**src/rtl/timer_cascade_gen_pkg.sv**
```systemverilog
// Shared definitions for the cascaded MM:SS timer: FSM states, digit limits
// and the preload clamp helper.
package timer_cascade_gen_pkg;

  typedef enum logic [1:0] {
    ST_IDLE  = 2'd0,
    ST_RUN   = 2'd1,
    ST_PAUSE = 2'd2,
    ST_DONE  = 2'd3
  } state_e;

  localparam logic [3:0] UNITS_MAX = 4'd9;
  localparam logic [3:0] TENS_MAX  = 4'd5;

  function automatic logic [3:0] clamp_nibble(input logic [3:0] val,
                                              input logic [3:0] max);
    return (val > max) ? max : val;
  endfunction

endpackage

```
**src/rtl/timer_cascade_gen_bcd_digit_cell.sv**
```systemverilog
// One BCD digit of the cascade: counts 0..MAX up or down when enabled,
// with a synchronous preload that overrides counting.
module bcd_digit_cell #(
  parameter logic [3:0] MAX = 4'd9
) (
  input  logic       clk,
  input  logic       rst,
  input  logic       en,
  input  logic       down,
  input  logic       ld,
  input  logic [3:0] ld_val,
  output logic [3:0] q,
  output logic       at_max,
  output logic       at_min
);

  logic [3:0] r_q;

  // NOTE: state registers use non-blocking assignments so every flop samples
  // pre-edge values, regardless of the order the blocks are evaluated in.
  always_ff @(posedge clk or posedge rst) begin
    if (rst) begin
      r_q <= 4'd0;
    end else if (ld) begin
      r_q <= ld_val;
    end else if (en) begin
      if (down) r_q <= at_min ? MAX : r_q - 4'd1;
      else      r_q <= at_max ? 4'd0 : r_q + 4'd1;
    end
  end

  assign q      = r_q;
  assign at_max = (r_q == MAX);
  assign at_min = (r_q == 4'd0);

endmodule

```
**src/rtl/timer_cascade_gen.sv**
```systemverilog
// Parametrised MM:SS timer/stopwatch: command FSM, preload clamp and terminal
// detection around a chain of BCD digit cells.
module timer_cascade_gen
  import timer_cascade_gen_pkg::*;
#(
  parameter  int PAIRS = 2,
  parameter  bit WRAP  = 1'b1,
  localparam int W     = 8 * PAIRS
) (
  input  logic         clk,
  input  logic         rst,
  input  logic         tick,
  input  logic         start,
  input  logic         stop,
  input  logic         clear,
  input  logic         mode_down,
  input  logic         load,
  input  logic [W-1:0] load_val,
  output logic [W-1:0] digits,
  output logic         running,
  output logic         at_zero,
  output logic         done
);

  localparam int ND = 2 * PAIRS;

  state_e          r_state;
  state_e          w_state_nxt;
  logic            r_mode_down;
  logic            r_running;
  logic            r_done;
  logic            w_done_nxt;

  logic [ND-1:0]   w_en;
  logic [ND-1:0]   w_at_max;
  logic [ND-1:0]   w_at_min;
  logic            w_ld;
  logic            w_load_acc;
  logic            w_stop_acc;
  logic            w_start_acc;
  logic            w_step;
  logic            w_all_max;
  logic            w_one_left;
  logic            w_up_term;
  logic            w_dn_term;

  assign w_all_max  = &w_at_max;
  assign at_zero    = &w_at_min;
  assign w_one_left = (digits[3:0] == 4'd1) && (&w_at_min[ND-1:1]);

  // Only commands the current state accepts take part in the priority chain.
  assign w_load_acc  = load & ~clear & (r_state != ST_RUN);
  assign w_stop_acc  = stop & ~clear & (r_state == ST_RUN);
  assign w_start_acc = start & ~clear & ~w_load_acc &
                       (((r_state == ST_IDLE) & ~(mode_down & at_zero)) |
                        (r_state == ST_PAUSE));
  assign w_step      = tick & ~clear & ~stop & (r_state == ST_RUN);
  assign w_ld        = clear | w_load_acc;

  assign w_up_term = w_step & ~r_mode_down & w_all_max;
  assign w_dn_term = w_step &  r_mode_down & w_one_left;

  // Ripple enable: each digit steps only when every lower digit wraps.
  always_comb begin
    w_en[0] = w_step & ~(w_up_term & !WRAP);
    for (int i = 1; i < ND; i++) begin
      w_en[i] = w_en[i-1] & (r_mode_down ? w_at_min[i-1] : w_at_max[i-1]);
    end
  end

  for (genvar i = 0; i < ND; i++) begin : g_digit
    localparam logic [3:0] L_MAX = ((i % 2) == 1) ? TENS_MAX : UNITS_MAX;
    logic [3:0] w_ld_val;

    assign w_ld_val = clear ? 4'd0 : clamp_nibble(load_val[4*i +: 4], L_MAX);

    bcd_digit_cell #(.MAX(L_MAX)) u_cell (
      .clk    (clk),
      .rst    (rst),
      .en     (w_en[i]),
      .down   (r_mode_down),
      .ld     (w_ld),
      .ld_val (w_ld_val),
      .q      (digits[4*i +: 4]),
      .at_max (w_at_max[i]),
      .at_min (w_at_min[i])
    );
  end

  // NOTE: every output of this block gets a default first, so no path can
  // leave one unassigned and infer a latch.
  always_comb begin
    w_state_nxt = r_state;
    w_done_nxt  = 1'b0;
    if (clear) begin
      w_state_nxt = ST_IDLE;
    end else if (w_load_acc) begin
      if (r_state == ST_DONE) w_state_nxt = ST_IDLE;
    end else if (w_stop_acc) begin
      w_state_nxt = ST_PAUSE;
    end else if (w_start_acc) begin
      w_state_nxt = ST_RUN;
    end else if (w_up_term) begin
      w_done_nxt = 1'b1;
      if (!WRAP) w_state_nxt = ST_DONE;
    end else if (w_dn_term) begin
      w_done_nxt  = 1'b1;
      w_state_nxt = ST_DONE;
    end
  end

  always_ff @(posedge clk or posedge rst) begin
    if (rst) begin
      r_state     <= ST_IDLE;
      r_running   <= 1'b0;
      r_done      <= 1'b0;
      r_mode_down <= 1'b0;
    end else begin
      r_state   <= w_state_nxt;
      r_running <= (w_state_nxt == ST_RUN);
      r_done    <= w_done_nxt;
      if (w_start_acc) r_mode_down <= mode_down;
    end
  end

  assign running = r_running;
  assign done    = r_done;

endmodule

```
**config.mk**
```make
export PLATFORM = sky130hd
export DESIGN_NAME = timer_cascade_gen
export DESIGN_NICKNAME = d
export VERILOG_FILES = /design/src/rtl/timer_cascade_gen_pkg.sv /design/src/rtl/timer_cascade_gen_bcd_digit_cell.sv /design/src/rtl/timer_cascade_gen.sv
export SDC_FILE = /design/constraint.sdc
export NUM_CORES = 1
export LEC_CHECK = 0
export ABC_CLOCK_PERIOD_IN_PS = 1900
export BUFFER_PORTS_ARGS = -buffer_cell sky130_fd_sc_hd__buf_2
export CAP_MARGIN = 20
export CORE_UTILIZATION = 49
export CTS_CLUSTER_SIZE = 10
export DETAILED_ROUTE_END_ITERATION = 8
export PLACE_DENSITY = 0.76
export REMOVE_ABC_BUFFERS = 1
export SYNTH_ARGS = -nofsm -noshare
export SYNTH_HDL_FRONTEND = slang
export SYNTH_HIERARCHICAL = 1
export SYNTH_SLANG_ARGS = --single-unit
export TNS_END_PERCENT = 30
```
**constraint.sdc**
```tcl
create_clock -name clk -period 1.9 [get_ports clk]
set_input_delay 0.285 -clock clk [delete_from_list [all_inputs] [get_ports clk]]
set_output_delay 0.285 -clock clk [all_outputs]
set_load 0.02 [all_outputs]
```
# Yosys cells after proc, flatten, opt, wreduce, memory -nomap -nowiden
# Cells that the tools add are included.
# Widths: inputs -> output; s select.
dict set report classes {
  n_bitwise 26
  order_cmp 4
  reduce_logical 13
  muxes 44
  addsub 8
  eq_ne 10
}
# operator n
set ops {}
lappend ops {{$mux 4} 28}
lappend ops {{$and 1x1->1} 19}
lappend ops {{$add 4x1->4 const B} 4}
lappend ops {{$logic_not 4->1} 4}
lappend ops {{$sub 4x1->4 const B} 4}
lappend ops {{$mux 2} 7}
lappend ops {{$mux 1} 9}
lappend ops {{$eq 4x3->1 const B} 2}
lappend ops {{$eq 4x4->1 const B} 2}
lappend ops {{$gt 4x3->1 const B} 2}
lappend ops {{$gt 4x4->1 const B} 2}
lappend ops {{$reduce_and 4->1} 2}
lappend ops {{$reduce_bool 2->1} 4}
lappend ops {{$not 1->1} 5}
lappend ops {{$eq 2x1->1 const B} 2}
lappend ops {{$eq 2x2->1 const B} 2}
lappend ops {{$eq 4x1->1 const B} 1}
lappend ops {{$reduce_and 3->1} 1}
lappend ops {{$logic_not 2->1} 1}
lappend ops {{$ne 2x1->1 const B} 1}
lappend ops {{$or 1x1->1} 2}
lappend ops {{$logic_and 1x1->1} 1}
dict set report word_totals {
  word_cells 113
  output_inout_bits 19
  inputBits 24
  regBits 21
}

# Logic depth before layout (Yosys ltp)
dict set report logic_depth {
  depth_word 13
  mapped_depth 9
}

# Cells and area by module
# Netlist, hierarchy kept.
# module seq_area_each_um2 area_each_um2 instances cells_per_inst
set modules_own_cells {}
lappend modules_own_cells {{bcd_digit_cell at g_digit[0].u_cell ...} 100.1 357.8 2 40}
lappend modules_own_cells {{bcd_digit_cell at g_digit[1].u_cell ...} 100.1 327.8 2 40}
lappend modules_own_cells {timer_cascade_gen 125.1 518.0 1 66}

# Least setup slack after synthesis
# No wires, ideal clock.
dict set report synth_path {
  path_type {flip-flop to flip-flop}
  startpoint {reg g_digit[1].u_cell.r_q[2]}
  endpoint {reg r_state[1]}
  slack_ps -242
  path_stages_with_launch 7
  arrival_time_ps 2048
  cell_sequence {dfrtp_1 -> buf_4 -> nor4_1 -> nand4_1 -> o311ai_1 -> o21ai_2 -> a221oi_2}
}
dict set report synth_via {
  elab_chain_len 11
}
# item line_no
set synth_lines {}
lappend synth_lines {{from (decl)} timer_cascade_gen_bcd_digit_cell.sv:17} ;# logic [3:0] r_q;
lappend synth_lines {{from (signal assigned)} timer_cascade_gen_bcd_digit_cell.sv:25} ;# r_q <= ld_val;
lappend synth_lines {{from (signal assigned)} timer_cascade_gen_bcd_digit_cell.sv:27} ;# if (down) r_q <= at_min ? MAX : r_q - 4'd1;
lappend synth_lines {{from (signal assigned)} timer_cascade_gen_bcd_digit_cell.sv:28} ;# else r_q <= at_max ? 4'd0 : r_q + 4'd1;
lappend synth_lines {{$logic_not 4->1 (*)} timer_cascade_gen_bcd_digit_cell.sv:34} ;# assign at_min = (r_q == 4'd0);
lappend synth_lines {{net w_at_min[1]} timer_cascade_gen.sv:36} ;# logic [ND-1:0] w_at_min;
lappend synth_lines {{$reduce_and 4->1} timer_cascade_gen.sv:48} ;# assign at_zero = &w_at_min;
lappend synth_lines {{$and 1x1->1} timer_cascade_gen.sv:55} ;# (((r_state == ST_IDLE) & ~(mode_down & at_zero)) |
lappend synth_lines {{$not 1->1} timer_cascade_gen.sv:55}
lappend synth_lines {{$and 1x1->1} timer_cascade_gen.sv:55}
lappend synth_lines {{$or 1x1->1} timer_cascade_gen.sv:55}
lappend synth_lines {{$and 1x1->1} timer_cascade_gen.sv:54} ;# assign w_start_acc = start & ~clear & ~w_load_acc &
lappend synth_lines {{$mux 2 (*)} timer_cascade_gen.sv:101} ;# end else if (w_start_acc) begin
lappend synth_lines {{$mux 2 (*)} timer_cascade_gen.sv:99} ;# end else if (w_stop_acc) begin
lappend synth_lines {{$mux 2 (*)} timer_cascade_gen.sv:97} ;# end else if (w_load_acc) begin
lappend synth_lines {{$mux 2 (*)} timer_cascade_gen.sv:95} ;# if (clear) begin
lappend synth_lines {{net w_state_nxt[1]} timer_cascade_gen.sv:28} ;# state_e w_state_nxt;
lappend synth_lines {{to (signal assigned)} timer_cascade_gen.sv:119} ;# r_state <= w_state_nxt;
lappend synth_lines {{to (decl)} timer_cascade_gen.sv:27} ;# state_e r_state;
# Mark *: on every way through the listed nets, which the timed path passes. The rest lies on a longest branch.
# A chain may end at the register's enable or synchronous reset.

# Worst setup path in the final report
dict set report layout_path {
  startpoint {reg g_digit[2].u_cell.r_q[3]}
  endpoint {out at_zero}
}
dict set report layout_via {
  elab_chain_len 2
}
# item line_no
set layout_lines {}
lappend layout_lines {{from (decl)} timer_cascade_gen_bcd_digit_cell.sv:17}
lappend layout_lines {{from (signal assigned)} timer_cascade_gen_bcd_digit_cell.sv:25}
lappend layout_lines {{from (signal assigned)} timer_cascade_gen_bcd_digit_cell.sv:27}
lappend layout_lines {{from (signal assigned)} timer_cascade_gen_bcd_digit_cell.sv:28}
lappend layout_lines {{$logic_not 4->1} timer_cascade_gen_bcd_digit_cell.sv:34}
lappend layout_lines {{net w_at_min[2]} timer_cascade_gen.sv:36}
lappend layout_lines {{$reduce_and 4->1} timer_cascade_gen.sv:48}
lappend layout_lines {{to (decl)} timer_cascade_gen.sv:21} ;# output logic at_zero,
# The timed path passes the listed nets, and every way through them passes these cells.

==> flow_metrics.env <==
export IMPL_dr_pass1_iters=4
export IMPL_numCtsBuffers=3
export IMPL_setup_viol=1
export IMPL_nNetsFinal=319
export IMPL_fin_skew_ns=0.00645
export IMPL_nFillCells=333
export IMPL_ys_seq_area_share_pct=27.8
export IMPL_rows=22
export IMPL_htreeDepth=1
export IMPL_violations="setup timing"
export IMPL_path_class="reg -> out"
export IMPL_synthToLayoutAreaGrowth_pct=27.2
export IMPL_max_freq_ghz=0.517
export IMPL_drt_total_wl_um=4430
export IMPL_period_share_pct=102
export IMPL_syn_avg_cell_area_um2=8.36
export IMPL_layout_commonest_cell="buf_2"
export IMPL_root_buffer="clkbuf_8"
export IMPL_cts_tree="done"
export IMPL_drtIter0Drc=54
export IMPL_multi_input_area_um2=1230
export IMPL_hold_path_class="in -> reg"
export IMPL_cp_required_ns=1.62
export IMPL_track_usage_pct=21.6
export IMPL_setup_ws_ns=-0.0330
export IMPL_pin_count=43
export IMPL_gp_congestion=0.796
export IMPL_initial_core_util_pct=51.2
export IMPL_die_area_um2=4110
export IMPL_vias=1888
export IMPL_ys_seq_elements=21
export IMPL_fin_crit_ns=1.93
export IMPL_finalMaxSlewViolations=0
export IMPL_p_leak_nw=1.15
export IMPL_clockBufferDepth=2
export IMPL_drive_gt1_share_pct=37.1
export IMPL_hold_slack_ns=0.273
export IMPL_rsz0062_at_grt="yes"
export IMPL_dp_hpwl_um=3370
export IMPL_synth_flop_cell="dfrtp_1"
export IMPL_final_setup_tns_ns=-0.0330
export IMPL_cts_sinks=21
export IMPL_status="complete, but fails checks"
export IMPL_insertion_delay_ns=0.26
export IMPL_ys_types=51
export IMPL_seq_area_um2=527
export IMPL_synth_area_um2=1890
export IMPL_diodes=0
export IMPL_synth_edff_count=0
export IMPL_wire_per_inst_um=12.9
export IMPL_final_cell_mix="buf_2, buf_4, dfrtp_1"
export IMPL_grt_max_degree=20
export IMPL_async_flop_share_pct=100
export IMPL_antenna_found_initial=0
export IMPL_powerDensity_nw_per_um2=572
export IMPL_grt_pass1_vias=1713
export IMPL_finalHoldViolations=0
export IMPL_end_kind="primary output"
export IMPL_cts_clk_slew_worst_paths_ns=0.07
export IMPL_maxCapViolCount=0
export IMPL_grt_pass1_wl_um=7160
export IMPL_dpl_instance_area_um2=2300
export IMPL_cp_start_kind="flop"
export IMPL_ant_nets=0
export IMPL_critPathArrivalTime_ns=1.65
export IMPL_core_area_um2=3690
export IMPL_ir_drop_v=0.000336
export IMPL_vias_per_cell=5.52
export IMPL_drc_errors=0
export IMPL_grt_remaining_overflow=0
export IMPL_chipHeight_um=64.1
export IMPL_die_w_um=64.1
export IMPL_yosysWarnings=6
export IMPL_worstPathMaxFanout=3
export IMPL_final_cell_area_um2=2400
export IMPL_p_total_mw=1.38
export IMPL_syn_inst=226
export IMPL_portBuffers=42
==> layer usage <==
metal	share of wire (%)	global-route usage, %	vias to the layer above
li1	-	-	955
met2	47	39.0	48
met4	1.2	5.00	0
met5	0	0	-
met1	47	26.7	879
met3	4.7	3.75	6
==> power by group <==
| group | internal [mW] | total, mW | switching [mW] |
|---|---|---|---|
| Combinational | 0.256 | 0.575 | 0.318 |
| Sequential | 0.484 | 0.515 | 0.0317 |
| Clock | 0.149 | 0.285 | 0.136 |
==> cells in the mapped netlist (5+ instances only) <==
master    number  area (um2)
nand2b_1       7        43.8
buf_6          6        67.6
nor2b_1        5        31.3
xor2_1         6        52.6
a21oi_1       16        80.1
o21ai_1        6        30.0
xnor2_1        7        61.3
inv_1         16        60.1
a21o_1         5        37.5
dfrtp_1       21         526
nor3_1         6        30.0
o21ai_0       15        75.1
nand2_1       17        63.8
nor3b_1        7        52.6
nor2_1        18        67.6
==> final cells by class <==
| cell class | count | share of cell area [%] |
|---|---|---|
| multi-input combinational | 176 | 51.1 |
| sequential | 21 | 21.9 |
| timing repair buffer | 77 | 20.1 |
| inverter | 16 | 2.50 |
| tap | 48 | 2.50 |
| clock buffer | 4 | 1.88 |
==> sequential cells by signal, summed over array words and instances (netlist names) <==
register,flops
g_digit.u_cell/q,16
r_mode_down,1
running,1
r_state,2
done,1
==> kinds of logic after synthesis <==
logic type / share of synthesized area (%)
DFF: 27.8
xor gates and xnor gates: 6.03
muxes: 1.13
buffers and inverters: 9.14
AOI/OAI and AO/OA: 26.4
other: 0.198
and+or+nand+nor: 29.3
==> final timing paths <==
path,depth (start not counted),to,slack (ns),from
setup / recovery,6,at_zero,-0.03,g_digit[2].u_cell/q[3]
hold / removal,2,r_state[1],0.27,load
setup reg to reg,7,r_state[1],0.01,g_digit[2].u_cell/q[3]
hold reg to reg,2,r_state[1],0.70,r_state[0]
max in group asynchronous,3,r_state[1],1.22,rst
min in group asynchronous,3,g_digit[0].u_cell/q[3],0.49,rst
==> worst max-delay path, stage by stage (launching register included) <==
cell and delay, ns:
dfrtp_1 0.40, nor4_2 0.28, buf_4 0.17, nand4_1 0.18, buf_4 0.21, inv_2 0.04
buf_6 0.10
==> through the flow <==
stage	cells	setup WS (ns)	util [%]
final	342	-0.0330	65.1
after global routing	342	-0.0937	65.1
after detailed placement	336	-0.00868	62.3
after CTS	341	-0.00380	64.1
after global placement	336	0.0480	62.3
after floorplan	213	-0.177	-
==> timing repair <==
action,CTS,global route
pin swaps,3,4
setup buffers,0,1
resized for setup,3,8
hold buffers,1,0
endpoints found under the setup margin,3,13
hold endpoints to repair,21,0
Note: power is estimated with default switching activity, not from simulation.
